**config.mk**
```make
export PLATFORM = sky130hd
export DESIGN_NAME = output_argmax
export DESIGN_NICKNAME = d
export VERILOG_FILES = /design/src/rtl/output_argmax.sv
export SDC_FILE = /design/constraint.sdc
export NUM_CORES = 1
export LEC_CHECK = 0
export ABC_CLOCK_PERIOD_IN_PS = 10700
export CAP_MARGIN = 20
export CORE_MARGIN = 2
export CORE_UTILIZATION = 48
export CTS_CLUSTER_SIZE = 12
export DETAILED_ROUTE_END_ITERATION = 10
export MAX_ROUTING_LAYER = met4
export PLACE_DENSITY = 0.82
export SYNTH_ARGS = -nofsm -noshare
export SYNTH_HDL_FRONTEND = slang
export SYNTH_SLANG_ARGS = --single-unit
```
**constraint.sdc**
```tcl
create_clock -name clock -period 10.7 [get_ports clock]
set_clock_uncertainty 0.05 [all_clocks]
set_input_delay 2.14 -clock clock [delete_from_list [all_inputs] [get_ports clock]]
set_output_delay 2.14 -clock clock [all_outputs]
set_load 0.1 [all_outputs]
```
**src/rtl/output_argmax.sv**
```systemverilog
// Argmax stage: captures the final-layer score vector, scans it one score
// per clock and holds the winning index/value under a valid/ack handshake.
module output_argmax #(
  parameter int NUM_CLASSES    = 10,
  parameter int INTEGER_WIDTH  = 8,
  parameter int FRACTION_WIDTH = 8,
  parameter int INDEX_WIDTH    =
    (NUM_CLASSES > 1) ? $clog2(NUM_CLASSES) : 1,
  localparam int SW = INTEGER_WIDTH + FRACTION_WIDTH
) (
  input  logic                            clock,
  input  logic                            reset,
  input  logic                            scores_ready,
  input  logic [NUM_CLASSES-1:0][SW-1:0]  scores,
  input  logic                            class_ack,
  output logic [INDEX_WIDTH-1:0]          class_index,
  output logic [SW-1:0]                   class_score,
  output logic                            class_valid,
  output logic                            busy,
  output logic                            overrun
);

  typedef enum logic [1:0] {
    IDLE = 2'd0,
    SCAN = 2'd1,
    HOLD = 2'd2
  } state_t;

  localparam logic [INDEX_WIDTH-1:0] LAST =
    INDEX_WIDTH'(NUM_CLASSES - 1);

  state_t                           state_q, state_d;
  logic [NUM_CLASSES-1:0][SW-1:0]   cap_q, cap_d;
  logic [SW-1:0]                    best_val_q, best_val_d;
  logic [INDEX_WIDTH-1:0]           best_idx_q, best_idx_d;
  logic [INDEX_WIDTH-1:0]           cnt_q, cnt_d;
  logic [INDEX_WIDTH-1:0]           idx_q, idx_d;
  logic [SW-1:0]                    score_q, score_d;
  logic                             valid_q, valid_d;
  logic                             overrun_q, overrun_d;

  logic                             load;
  logic                             take;
  logic [SW-1:0]                    cand;
  logic [SW-1:0]                    win_val;
  logic [INDEX_WIDTH-1:0]           win_idx;

  always_comb begin
    state_d    = state_q;
    cap_d      = cap_q;
    best_val_d = best_val_q;
    best_idx_d = best_idx_q;
    cnt_d      = cnt_q;
    idx_d      = idx_q;
    score_d    = score_q;
    valid_d    = valid_q;
    overrun_d  = overrun_q;
    load       = 1'b0;
    cand       = cap_q[cnt_q];
    // Strictly greater only, so ties keep the lowest index.
    take       = $signed(cand) > $signed(best_val_q);
    win_val    = take ? cand : best_val_q;
    win_idx    = take ? cnt_q : best_idx_q;

    unique case (state_q)
      IDLE: begin
        if (scores_ready) load = 1'b1;
      end
      SCAN: begin
        if (scores_ready) overrun_d = 1'b1;
        best_val_d = win_val;
        best_idx_d = win_idx;
        if (cnt_q == LAST) begin
          idx_d   = win_idx;
          score_d = win_val;
          valid_d = 1'b1;
          state_d = HOLD;
        end else begin
          cnt_d = cnt_q + 1'b1;
        end
      end
      HOLD: begin
        if (class_ack) begin
          valid_d = 1'b0;
          state_d = IDLE;
          if (scores_ready) load = 1'b1;
        end else if (scores_ready) begin
          overrun_d = 1'b1;
        end
      end
      default: state_d = IDLE;
    endcase

    if (load) begin
      cap_d      = scores;
      best_val_d = scores[0];
      best_idx_d = '0;
      cnt_d      = INDEX_WIDTH'(1);
      if (NUM_CLASSES == 1) begin
        idx_d   = '0;
        score_d = scores[0];
        valid_d = 1'b1;
        state_d = HOLD;
      end else begin
        valid_d = 1'b0;
        state_d = SCAN;
      end
    end
  end

  always_ff @(posedge clock or posedge reset) begin
    if (reset) begin
      state_q    <= IDLE;
      cap_q      <= '0;
      best_val_q <= '0;
      best_idx_q <= '0;
      cnt_q      <= '0;
      idx_q      <= '0;
      score_q    <= '0;
      valid_q    <= 1'b0;
      overrun_q  <= 1'b0;
    end else begin
      state_q    <= state_d;
      cap_q      <= cap_d;
      best_val_q <= best_val_d;
      best_idx_q <= best_idx_d;
      cnt_q      <= cnt_d;
      idx_q      <= idx_d;
      score_q    <= score_d;
      valid_q    <= valid_d;
      overrun_q  <= overrun_d;
    end
  end

  assign class_index = idx_q;
  assign class_score = score_q;
  assign class_valid = valid_q;
  assign busy        = (state_q != IDLE);
  assign overrun     = overrun_q;

endmodule

```
# Word-level counts from Yosys, hierarchy flattened
# Index checks and enable logic that the tools add are counted.
# classes
add_sub_neg,1
order_cmp,2
n_eq_ne,8
muxes,25
reduce_logical,10
# ops
operator,n
binary-select mux 16 bit (select 4 bit),1
two-way mux 16 bit,4
two-way mux 4 bit,6
greater-than comparator 16 bit,1
two-way mux 1 bit,7
two-way mux 2 bit,3
"inequality test 2 bit, second input constant",3
"inequality test 3 bit, second input constant",2
case mux 1 bit (2 select lines),3
case mux 2 bit (3 select lines),1
AND reduction 2 bit,3
AND reduction 3 bit,2
nonzero test 2 bit,3
"less-than comparator 4 x 5 -> 1 bit, second input constant",1
"adder 4 x 1 -> 4 bit, second input constant",1
"equality test 4 bit, second input constant",1
nonzero test 3 bit,1
"equality test 2 x 1 -> 1 bit, second input constant",1
"equality test 2 bit, second input constant",1
zero test 2 bit,1
# totals
regBits,208
word_cells,64

# Longest topological paths before layout
# Gate-level depths: netlist of the first run.
# depth
word_depth,6
mapped_depth,15

# Worst setup path before layout of the first run
# Ideal clock, no wire load.
# synth_timing
path_type,flip-flop to flip-flop
start,register cnt_q[0]
end,register best_val_q[1]
setup_time_ns,0.123
arrival_ns,3.558
t_required_ns,10.527
slack_ns,6.969
path_stages_with_launch,16
period_less_slack_ns,3.731
cell_sequence,dfrtp_1 > buf_2 > buf_2 > mux4_2 > a22oi_1 > o21ai_0 > ha_1 > and4_1 > a21oi_1 > o221ai_1 > o31a_1 > o21ai_4 > nand2b_1 > buf_4 > buf_6 > o221a_1
# synth_via
elab_chain_cells,6
# synth_rtl
element,line,text
from (decl),36,"logic [INDEX_WIDTH-1:0] cnt_q, cnt_d;"
from (signal assigned),127,cnt_q <= cnt_d;
binary-select mux 16 bit (select 4 bit) (*),59,cand = cap_q[cnt_q];
two-way mux 16 bit (implied by the code) (*),59,
greater-than comparator 16 bit,61,take = $signed(cand) > $signed(best_val_q);
two-way mux 16 bit (*),62,win_val = take ? cand : best_val_q;
two-way mux 16 bit (*),65,unique case (state_q)
two-way mux 16 bit (*),94,if (load) begin
to (signal assigned),125,best_val_q <= best_val_d;
to (decl),34,"logic [SW-1:0] best_val_q, best_val_d;"
# Mark *: on every way between the ends. The rest lies on a longest branch, timed or not. The select of a mux whose other input is x is not followed.
# A chain may end at the register's enable or synchronous reset.

# Worst setup path after layout of the first run
# Same ends and word-level chain as after synthesis.

==> run metrics, run 1 <==
Total Routing Usage GR=23.00%; yosys warns=0; P_leak=5.181 nW; crit-path max cell delay=0.68 ns; CTS tree=yes; sequential-to-total area share from yosys stat=53.87%; worst-case clock buffer depth=3; fin crit share=49.56%; # fillers=1502; fmax=188.6 MHz; post-route ant nets=0; detailed-placement wirelength estimate=16.89 mm; Ports=187; critical-path cell list=buf_4 -> mux4_2 -> a22oi_1 -> o21ai_0 -> ha_1 -> and4_1 -> a21oi_1 -> o221ai_1 -> o31a_1 -> o21ai_4 -> nand2b_1 -> o221a_1; worst-path maximum fanout=43; Crit Path Class=flop to flop; Final WS setup=5.397 ns; P_sw=1.753 mW; Root Buffer Master=clkbuf_16; Register Area=5210 um2; Final min period=5.303 ns; status=complete, no violations; Sw Ratio=40.08%; r2r worst-path depth=12; hold path start=overrun; RR Startpoint=cnt_q[0]; DR vias/cell=5.573; internal power=2.620 mW; largest net degree at the start of global routing=139; mean routed wirelength per cell=20.22 um; drt pass-1 iters=5; Clk network pwr share=17.5%; Core Footprint=19590 um2; combinational power share=49.7%; Total Neg Setup Slack=0 ns; num rows=51; Die Height=145.9 um; Mapped Cells=709; multi-input logic area=4160 um2; Iter 0 DRT Violations=444; Port Buffers=186; Total Routed Length=23.51 mm; Syn-to-layout area delta=28.92%; Power Dens Cells=351.1 nW/um2; crit path DAT=5.63 ns; Synth cell types=42; via count of the first global-routing pass=6915; final-stage net count=1064; relative slew slack=31.75%; layout cells sized above 1=27.60%; Reg2Reg Setup Slack=5.40 ns; Max VDD drop=0.0002371 V; clk_lat worst skew=0.50 ns; Hold Vio Cnt, Final=0; Worst Tran Pin Value=1.024 ns; RR Endpoint=best_val_q[1]; Final Max Tran Viols=0; post-place setup slack=5.493 ns; Post-Syn Nets=891; number of setup violations in the final report=0; Hold Path Cell Cnt=1; Die Wd=145.9 um; drt drc=0; power share of the sequential group=32.7%; total CTS buffers=23; Stages on worst setup path=12; synthesized flop and latch total=208; RePlAce Congestion=0.8358; first-pass GRT wire length=37.87 mm; Setup crit end kind=flop; unrepaired setup endpoints after global routing=no; Resized cells post-CTS=0; DIE AREA=21280 um2; Post-CTS Setup Repair Bufs=0; syn avg cell area=13.63 um2; worst path bufs/invs=1; Remaining Overflow, GRT=0; Startpoint Class=flop; Worst Hold End=overrun; via count=6481; area of the mapped netlist=9662 um2; worst min path class=flop to flop; H-tree levels=1; initial antenna violation count=4; Clock Pin Slew Worst Setup and Hold Paths=0.06 ns; Initial Utilization=49.32%; TritonCTS Sinks=208; CTS Hold Bufs=0; Worst path slowest cell=buf_4; Top Family by Delay on Critical Path=compound AO/OA/AOI/OAI gates; Max Cap Viol=0; Worst Path Required=11.03 ns
==> cell families (layout without fill, tap and decap cells) <==
logic type,count (synthesis),count (layout),share of synthesized area (%)
AOI/OAI and AO/OA,109,109,7.628
xor gates and xnor gates,3,3,0.2720
adders and majority gates,18,18,2.331
buffers and inverters,68,254,3.121
DFF,208,208,53.87
muxes,208,208,27.76
other,0,3,0
and+or+nand+nor,95,95,5.012
==> state kept, by name, indices dropped and copies added (netlist names) <==
signal	count
best_val_q	16
class_valid	1
state_q	2
class_index	4
cnt_q	4
best_idx_q	4
overrun	1
cap_q	160
class_score	16
==> layout by cell type (no fill, tap or decap), drive strengths merged, types with 18 or more instances in the layout <==
master           n
dfrtp          208
mux4            32
inv             24
ha              18
nand2b          20
o21ai           54
nand2           24
mux2           160
clkdlybuf4s50  186
nor2            29
clkbuf          32
==> cell usage after synthesis <==
master      n  share of area, %
dfrtp_1   208                54
nor3b_1     1             0.078
and3_1      2              0.13
a22oi_1    16               1.2
nand4_1     3              0.19
buf_2      22               1.1
clkbuf_1   18              0.70
nor2_2      1             0.065
a21oi_1    11              0.57
buf_1       1             0.039
nand3b_1    4              0.31
a211oi_1    2              0.16
ha_1       18               2.3
a311oi_1    1             0.091
o31a_1      1             0.091
mux2_2    160                19
o21ai_1    28               1.5
nand2_1    24              0.93
and4_1      2              0.18
a21boi_2    1              0.12
o221ai_1    1             0.091
o221a_1    16               1.9
nor2_1     28               1.1
nand2b_1   20               1.3
buf_6       1              0.12
mux2i_1    16               1.7
nor2b_1     1             0.065
inv_1      23              0.89
nor4_2      2              0.26
o21a_1      1             0.078
o21ai_4     1              0.17
or2_2       3              0.19
buf_4       3              0.23
o211ai_1    1             0.078
or2_1       1             0.065
mux4_2     32               7.5
nor3_1      1             0.052
nand3_1     2              0.10
o21ai_0    25               1.3
a21o_1      3              0.23
a41o_1      1              0.10
xnor2_1     3              0.27
==> per-layer routing <==
metal | share of wire (%) | wire (um) | vias to the layer above | GRT usage, %
met3 | 7.3 | 1723 | 37 | 5.768
met1 | 44 | 10250 | 3264 | 31.02
met4 | 2.2 | 507 | 0 | 5.784
li1 | - | - | 2953 | -
met2 | 47 | 11030 | 227 | 35.21
met5 | 0 | 0 | - | -
==> worst register-to-register path, cell delays in order, from the launching register on <==
cell      delay, ns
dfrtp_4        0.55
buf_4          0.68
mux4_2         0.64
a22oi_1        0.23
o21ai_0        0.21
ha_1           0.39
and4_1         0.23
a21oi_1        0.17
o221ai_1       0.18
o31a_1         0.33
o21ai_4        0.54
nand2b_1       0.56
o221a_1        0.43
==> power groups by stage <==
stage                     sequential, mW  clock [mW]  combinational [mW]
after global routing                1.48       0.819                2.35
after CTS                           1.43       0.783                2.18
after floorplan                     1.58           0                1.52
after global placement              1.43           0                2.11
after detailed placement            1.44           0                2.17
final                               1.43       0.767                2.17
==> layout make-up <==
type / count / area share (%)
sequential: 208 / 41.83
multi-input combinational: 433 / 33.40
timing repair buffer: 193 / 15.37
clock buffer: 32 / 5.455
tap: 265 / 2.662
inverter: 23 / 0.7534
clock inverter: 6 / 0.4721
antenna: 3 / 0.06027
==> worst max path at each step <==
stage             start            end  slack [ns]
6_report       cnt_q[0]  best_val_q[1]        5.40
5_1_grt        cnt_q[0]  best_val_q[1]        5.11
4_1_cts        cnt_q[0]  best_val_q[1]        5.42
3_5_place_dp   cnt_q[0]  best_val_q[1]        5.49
3_3_place_gp   cnt_q[0]  best_val_q[5]        5.60
2_1_floorplan     reset  best_idx_q[0]        2.83
==> through the flow <==
| stage | utilization [%] | cell area (um2) | std cells | hold slack, ns | power, mW |
|---|---|---|---|---|---|
| 3_3_place_gp | 59.78 | 11710 | 1122 | 0.4057 | 3.541 |
| 5_1_grt | 63.58 | 12460 | 1163 | 0.4490 | 4.656 |
| 3_5_place_dp | 59.78 | 11710 | 1122 | 0.4036 | 3.615 |
| 4_1_cts | 63.54 | 12450 | 1160 | 0.4214 | 4.402 |
| 2_1_floorplan | - | 9662 | 709 | 0.4252 | 3.094 |
| 6_report | 63.58 | 12460 | 1163 | 0.4161 | 4.373 |
(Power assumes the default switching activity.)
==> run 2: changes to the inputs <==
Settings changed: ABC_CLOCK_PERIOD_IN_PS 10700 to 5400.
Clock period 10.7 ns to 5.4 ns, I/O delays scaled along.
==> run 2 against run 1 <==
Worst setup slack got worse by 4.5 ns; largest cell class unchanged; via count grew 0.34%; critical path type unchanged; combinational power grew 99%; core utilization up 0.33 points; first-iteration DRC count grew 17%; sequential power grew 100%.
==> run metrics, run 2 (same netlist as run 1, synthesis figures left out) <==
status=complete, no violations; Crit Path Class=flop to flop; post-route ant nets=0 (unchanged); Die Height=145.9 um (unchanged); RePlAce Congestion=0.8473 (+1.4%); worst-path maximum fanout=29 (-33%); Final Max Tran Viols=0 (unchanged); Largest register FFs=160 (unchanged); Worst Path Required=5.80 ns (-5.23 ns); Root Buffer Master=clkbuf_16; commonest non-fill, non-tap cell in the layout=dfrtp_1; CTS Hold Bufs=0 (unchanged); P_sw=3.541 mW (+100%); final-stage net count=1068 (+0.38%); unrepaired setup endpoints after global routing=no; CTS tree=yes; Worst Tran Pin Value=1.007 ns (-0.01665 ns); Remaining Overflow, GRT=0 (unchanged); first-pass GRT wire length=37.99 mm (+0.33%); drt drc=0 (unchanged); met1 Usage GRT=31.56% (+0.55 points); Clk network pwr share=18.0% (+0.5 points); total CTS buffers=23 (unchanged); initial antenna violation count=1 (-3); num rows=51 (unchanged); internal power=5.275 mW (+100%); Max Cap Viol=0 (unchanged); Die Wd=145.9 um (unchanged); H-tree levels=1 (unchanged); Total Neg Setup Slack=0 ns (unchanged); Clock Pin Slew Worst Setup and Hold Paths=0.06 ns (about the same); Final WS setup=0.9417 ns (-4.455 ns); mean routed wirelength per cell=20.25 um (+0.14%); worst-case clock buffer depth=3 (unchanged); Setup crit end kind=flop; Final min period=4.458 ns (-0.8449 ns); worst min path class=flop to flop; DIE AREA=21280 um2 (unchanged); fin crit share=82.56% (+33 points); largest reg by FF count=cap_q; number of setup violations in the final report=0 (unchanged); largest net degree at the start of global routing=147 (+5.8%); Initial Utilization=49.32% (unchanged); Total Routed Length=23.63 mm (+0.49%); critical-path cell list=buf_4 -> mux4_2 -> a22oi_1 -> o21ai_1 -> ha_1 -> a41o_1 -> a21oi_1 -> nor3_1 -> nor4_2 -> o21ai_4 -> nand2b_1 -> o221a_1; Resized cells post-CTS=0 (unchanged); crit-path max cell delay=0.78 ns (+0.10 ns); layout cells sized above 1=27.41% (-0.18 points); power share of the sequential group=33.0% (+0.3 points); worst path bufs/invs=1 (unchanged); Top Family by Delay on Critical Path=compound AO/OA/AOI/OAI gates; DR vias/cell=5.572 (about the same); Hold Vio Cnt, Final=0 (unchanged); via count=6503 (+0.34%); Power Dens Cells=704.2 nW/um2 (+100%); via count of the first global-routing pass=6767 (-2.1%); Iter 0 DRT Violations=519 (+17%); Worst path slowest cell=dfrtp_4; Syn-to-layout area delta=29.58%; Total Routing Usage GR=23.31% (+0.30 points); clk_lat worst skew=0.51 ns (about the same); Ports=187 (unchanged); utilization after layout=63.91% (+0.33 points); # fillers=1479 (-1.5%); global route hottest layer=met2; post-place setup slack=0.9867 ns (-4.506 ns); detailed-placement wirelength estimate=16.98 mm (+0.51%); Startpoint Class=flop; crit path DAT=4.85 ns (-0.78 ns); Max VDD drop=0.0005652 V (+140%); M3 GR Usage=6.019% (+0.25 points); P_leak=5.201 nW (+0.39%); relative slew slack=32.65% (+0.90 points); Port Buffers=186 (unchanged); Core Footprint=19590 um2 (unchanged); combinational power share=49.0% (-0.7 points); TritonCTS Sinks=208 (unchanged); most frequent cells in the layout=dfrtp_1 (206), clkdlybuf4s50_1 (186), mux2_2 (160); drt pass-1 iters=5 (unchanged); GR Util met2=35.21% (unchanged); fmax=224.3 MHz (+19%); Hold WS=0.4288 ns (+0.01271 ns); Sw Ratio=40.17% (+0.088 points); Post-CTS Setup Repair Bufs=0 (unchanged)
run 2: cell count changes in the layout (fill, tap and decap cells not counted), moves of 2 or more:
cell,before,now
buf_12,0,2
clkinv_2,4,2
clkbuf_8,7,3
clkbuf_1,2,8
diode_2,3,1
buf_4,7,9
bufinv_16,1,3
run 2: worst paths after layout:
kind	startpoint	endpoint	slack, ns	cells past startpoint
max	cnt_q[0]	best_val_q[12]	0.94	12
min	overrun	overrun	0.43	1
max reg2reg	cnt_q[0]	best_val_q[12]	0.94	12
min reg2reg	overrun	overrun	0.43	1
max in group asynchronous	reset	cnt_q[0]	3.58	3
min in group asynchronous	reset	best_idx_q[2]	1.05	3
run 2: worst reg2reg max path: stages (launching register included):
cell and delay (ns):
dfrtp_4 0.78, buf_4 0.34, mux4_2 0.51, a22oi_1 0.25, o21ai_1 0.20, ha_1 0.37, a41o_1 0.22, a21oi_1 0.16
nor3_1 0.10, nor4_2 0.43, o21ai_4 0.11, nand2b_1 0.54, o221a_1 0.33
run 2: routing by layer:
metal / vias up / part of all wire [%]
li1: 2950 / -
met1: 3270 / 43
met2: 237 / 46
met3: 46 / 7.7
met4: 0 / 3.0
met5: - / 0
run 2: cell type report:
| cell class | count | area, um2 | share of cell area, % |
|---|---|---|---|
| flip-flops and latches | 208 | 5210 | 41.62 |
| multi-input cells | 433 | 4160 | 33.23 |
| repair buffers | 197 | 1969 | 15.73 |
| clock buffers | 34 | 646.9 | 5.167 |
| well taps | 265 | 331.6 | 2.648 |
| clock inverters | 6 | 108.9 | 0.8695 |
| inverters | 23 | 90.09 | 0.7196 |
| diodes | 1 | 2.502 | 0.01999 |
run 2: metrics by stage:
step | power [mW] | std cells | cell area, um2
after CTS | 8.827 | 1166 | 12520
after detailed placement | 7.220 | 1126 | 11760
after floorplan | 6.132 | 709 | 9666
final | 8.816 | 1167 | 12520
after global placement | 7.057 | 1126 | 11760
after global routing | 9.353 | 1167 | 12520
run 2: power groups by stage:
stage / clock, mW / combinational (mW) / sequential, mW
floorplan: 0 / 3.01 / 3.12
global placement: 0 / 4.15 / 2.91
detailed placement: 0 / 4.29 / 2.93
CTS: 1.60 / 4.31 / 2.92
global route: 1.68 / 4.66 / 3.02
finish: 1.59 / 4.32 / 2.91
==> RTL edit: new RTL, settings of run 2 <==
Put one more register stage on the output `overrun`, cleared by the reset. The value now appears one clock later. The other outputs are not delayed to match.
--- a/src/rtl/output_argmax.sv
+++ b/src/rtl/output_argmax.sv
@@ -136,7 +136,13 @@
   assign class_score = score_q;
   assign class_valid = valid_q;
   assign busy        = (state_q != IDLE);
-  assign overrun     = overrun_q;
+  always_ff @(posedge clock or posedge reset) begin
+    if (reset) begin
+      overrun <= '0;
+    end else begin
+      overrun <= overrun_q;
+    end
+  end
 
 endmodule
 
Check against the original RTL: not equivalent (a bounded check fails within 4 cycles, from zero or initial values and one cycle with reset high).
==> RTL edit against run 2 <==
- design area rose by 0.37%
- worst setup slack got worse by 0.15 ns
- first-iteration DRC count is 6.6% higher
- power grew 0.55%
- area after synthesis is 0.26% higher
- sequential power about the same
- routed wire length grew 1.6%
- critical path depth stayed put
- count of clock-buffer cells in the layout is 4 higher
- global-route usage up 0.22 points
- sequential share of layout area is essentially flat
- sequential cell count increased by 1
- hold slack got worse by 0.099 ns
- critical path type unchanged
- critical endpoint is now class_score[8]
- largest cell class unchanged
==> RTL edit: results (changes against run 2) <==
Run status
  – Status: completed

Placed design
  – Cell Area, Placed: 11,780 um2 (+0.17%)
  – DP Worst Slack: 0.9107 ns (-0.07607 ns)
  – GP Congestion: 0.8944 (+5.6%)
  – Hpwl dp: 16,990 um (about the same)
  – Port bufs: 186 (unchanged)

CTS
  – Hold Buf Count CTS: 0 (unchanged)
  – # H-tree levels: 1 (unchanged)
  – Post-CTS setup buffer count: 0 (unchanged)
  – Total CTS buffers: 24 (+4.3%)
  – Clock root buffer: clkbuf_16

Global routing
  – Largest net degree at the start of global routing: 115 (-22%)
  – Antenna violations before repair: 1 (unchanged)
  – First-pass GRT wire length: 38,280 um (+0.76%)
  – Gr usage total: 23.53% (+0.22 points)
  – Vias in the first global route: 6,968 (+3.0%)

Logic synthesis
  – Area share of fa/ha/maj cells after synthesis: 2.325% (-0.0060 points)
  – Synth Area in XOR/XNOR: 0.2712% (-0.00070 points)
  – Post-synthesis compound-gate area fraction: 7.608% (-0.020 points)
  – Register area share after synthesis: 53.99% (+0.12 points)
  – Synth area leaders: dfrtp_1 54%, mux2_2 19%, mux4_2 7.4%, ha_1 2.3%, o221a_1 1.9%
  – Mux cell area share after synthesis: 27.69% (-0.072 points)
  – Top cell type's share of synthesized area: 53.99% (+0.12 points)
  – Top post-synthesis cells by count: 209 x dfrtp_1, 160 x mux2_2, 32 x mux4_2, 28 x nor2_1, 28 x o21ai_1
  – Mapped Nets: 892 (+0.11%)
  – Synth Flop Type: dfrtp_1
  – Ys async rst share: 100.0% (unchanged)
  – Post-Syn Instances: 710 (+0.14%)

Setup path
  – Crit path max fanout: 32 (+10%)
  – FF-to-FF setup slack: 0.79 ns (-0.15 ns)
  – Worst EP arrival: 4.98 ns (+0.13 ns)

STA
  – Final Cycle Share: 85.31% (+2.7 points)
  – Max_slew headroom: 33.71% (+1.1 points)
  – Hold WS: 0.3294 ns (-0.09945 ns)

Finish
  – Final nets: 1,071 (+0.28%)
  – Area delta synth->final: 29.72%
  – Final Non-Filler Cells: 1,171 (+0.34%)
  – Flip-flop count of the largest register after layout: 160 (unchanged)
  – Filler Cell Count: 1,502 (+1.6%)
  – Share of layout cells above drive strength 1: 27.73% (+0.32 points)

Power
  – Peak VDD IR: 0.5391 mV (-4.6%)
  – P_sw: 3.576 mW (+1.0%)
  – Leak pwr: 5.222 nW (+0.40%)

Drt
  – Initial detailed-routing violation count: 553 (+6.6%)
  – Vias per inst: 5.589 (+0.30%)
  – WL per Instance: 20.50 um (+1.3%)
  – DRT Pass-1 Iters: 4 (-1)
==> RTL edit: cell count changes in the layout (fill, tap and decap cells not counted), sizes merged <==
cell      change
bufinv        -2
clkbuf        +4
dfrtp         +1
inv           -1
buf           +1
clkinvlp      +1
==> RTL edit: cells by family (layout without fill, tap and decap cells) <==
kind of cell | after synthesis | after routing
AO/OA/AOI/OAI | 109 | 109
flip-flops | 209 | 209
buffers and inverters | 68 | 263
multiplexers | 208 | 208
AND/OR/NAND/NOR | 95 | 95
other | 0 | 1
adder cells (fa/ha/maj) | 18 | 18
XOR/XNOR | 3 | 3
==> RTL edit: metal layers <==
layer / global-route usage, % / up-vias / wire (um)
li1: - / 2963 / -
met1: 31.64 / 3300 / 10150
met2: 37.48 / 244 / 11620
met3: 4.500 / 38 / 1700
met4: 5.631 / 0 / 538
met5: - / - / 0
==> RTL edit: worst paths after layout <==
path,start,to,cells past startpoint
max reg2reg,cnt_q[0],class_score[8],12
max,cnt_q[0],class_score[8],12
max in group asynchronous,reset,cnt_q[1],3
min reg2reg,overrun_q,overrun,0
min in group asynchronous,reset,best_idx_q[2],2
min,overrun_q,overrun,0
==> RTL edit: layout make-up <==
cell class	instances	area share [%]
Antenna cell	1	0.01991
Clock buffer	38	5.845
Clock inverter	4	0.3784
Inverter	23	0.7169
Multi-Input combinational cell	433	33.11
Sequential cell	209	41.66
Tap cell	265	2.639
Timing Repair Buffer	198	15.63
==> RTL edit: power by group through the flow <==
stage	combinational, mW	sequential, mW	clock, mW
after global placement	4.17	2.91	0
after CTS	4.35	2.93	1.62
after global routing	4.69	3.03	1.69
final	4.36	2.92	1.59
after detailed placement	4.30	2.95	0
after floorplan	3.01	3.13	0
==> RTL edit: critical path: stages (launching register included) <==
cell and delay [ns]:
dfrtp_4 0.84, buf_4 0.38, mux4_2 0.53, a22oi_1 0.17, o21ai_1 0.14, ha_1 0.38, a41o_1 0.24, a21oi_1 0.22
nor3_1 0.11, nor4_2 0.44, or2_1 0.66, nor2_1 0.15, o21ai_1 0.19
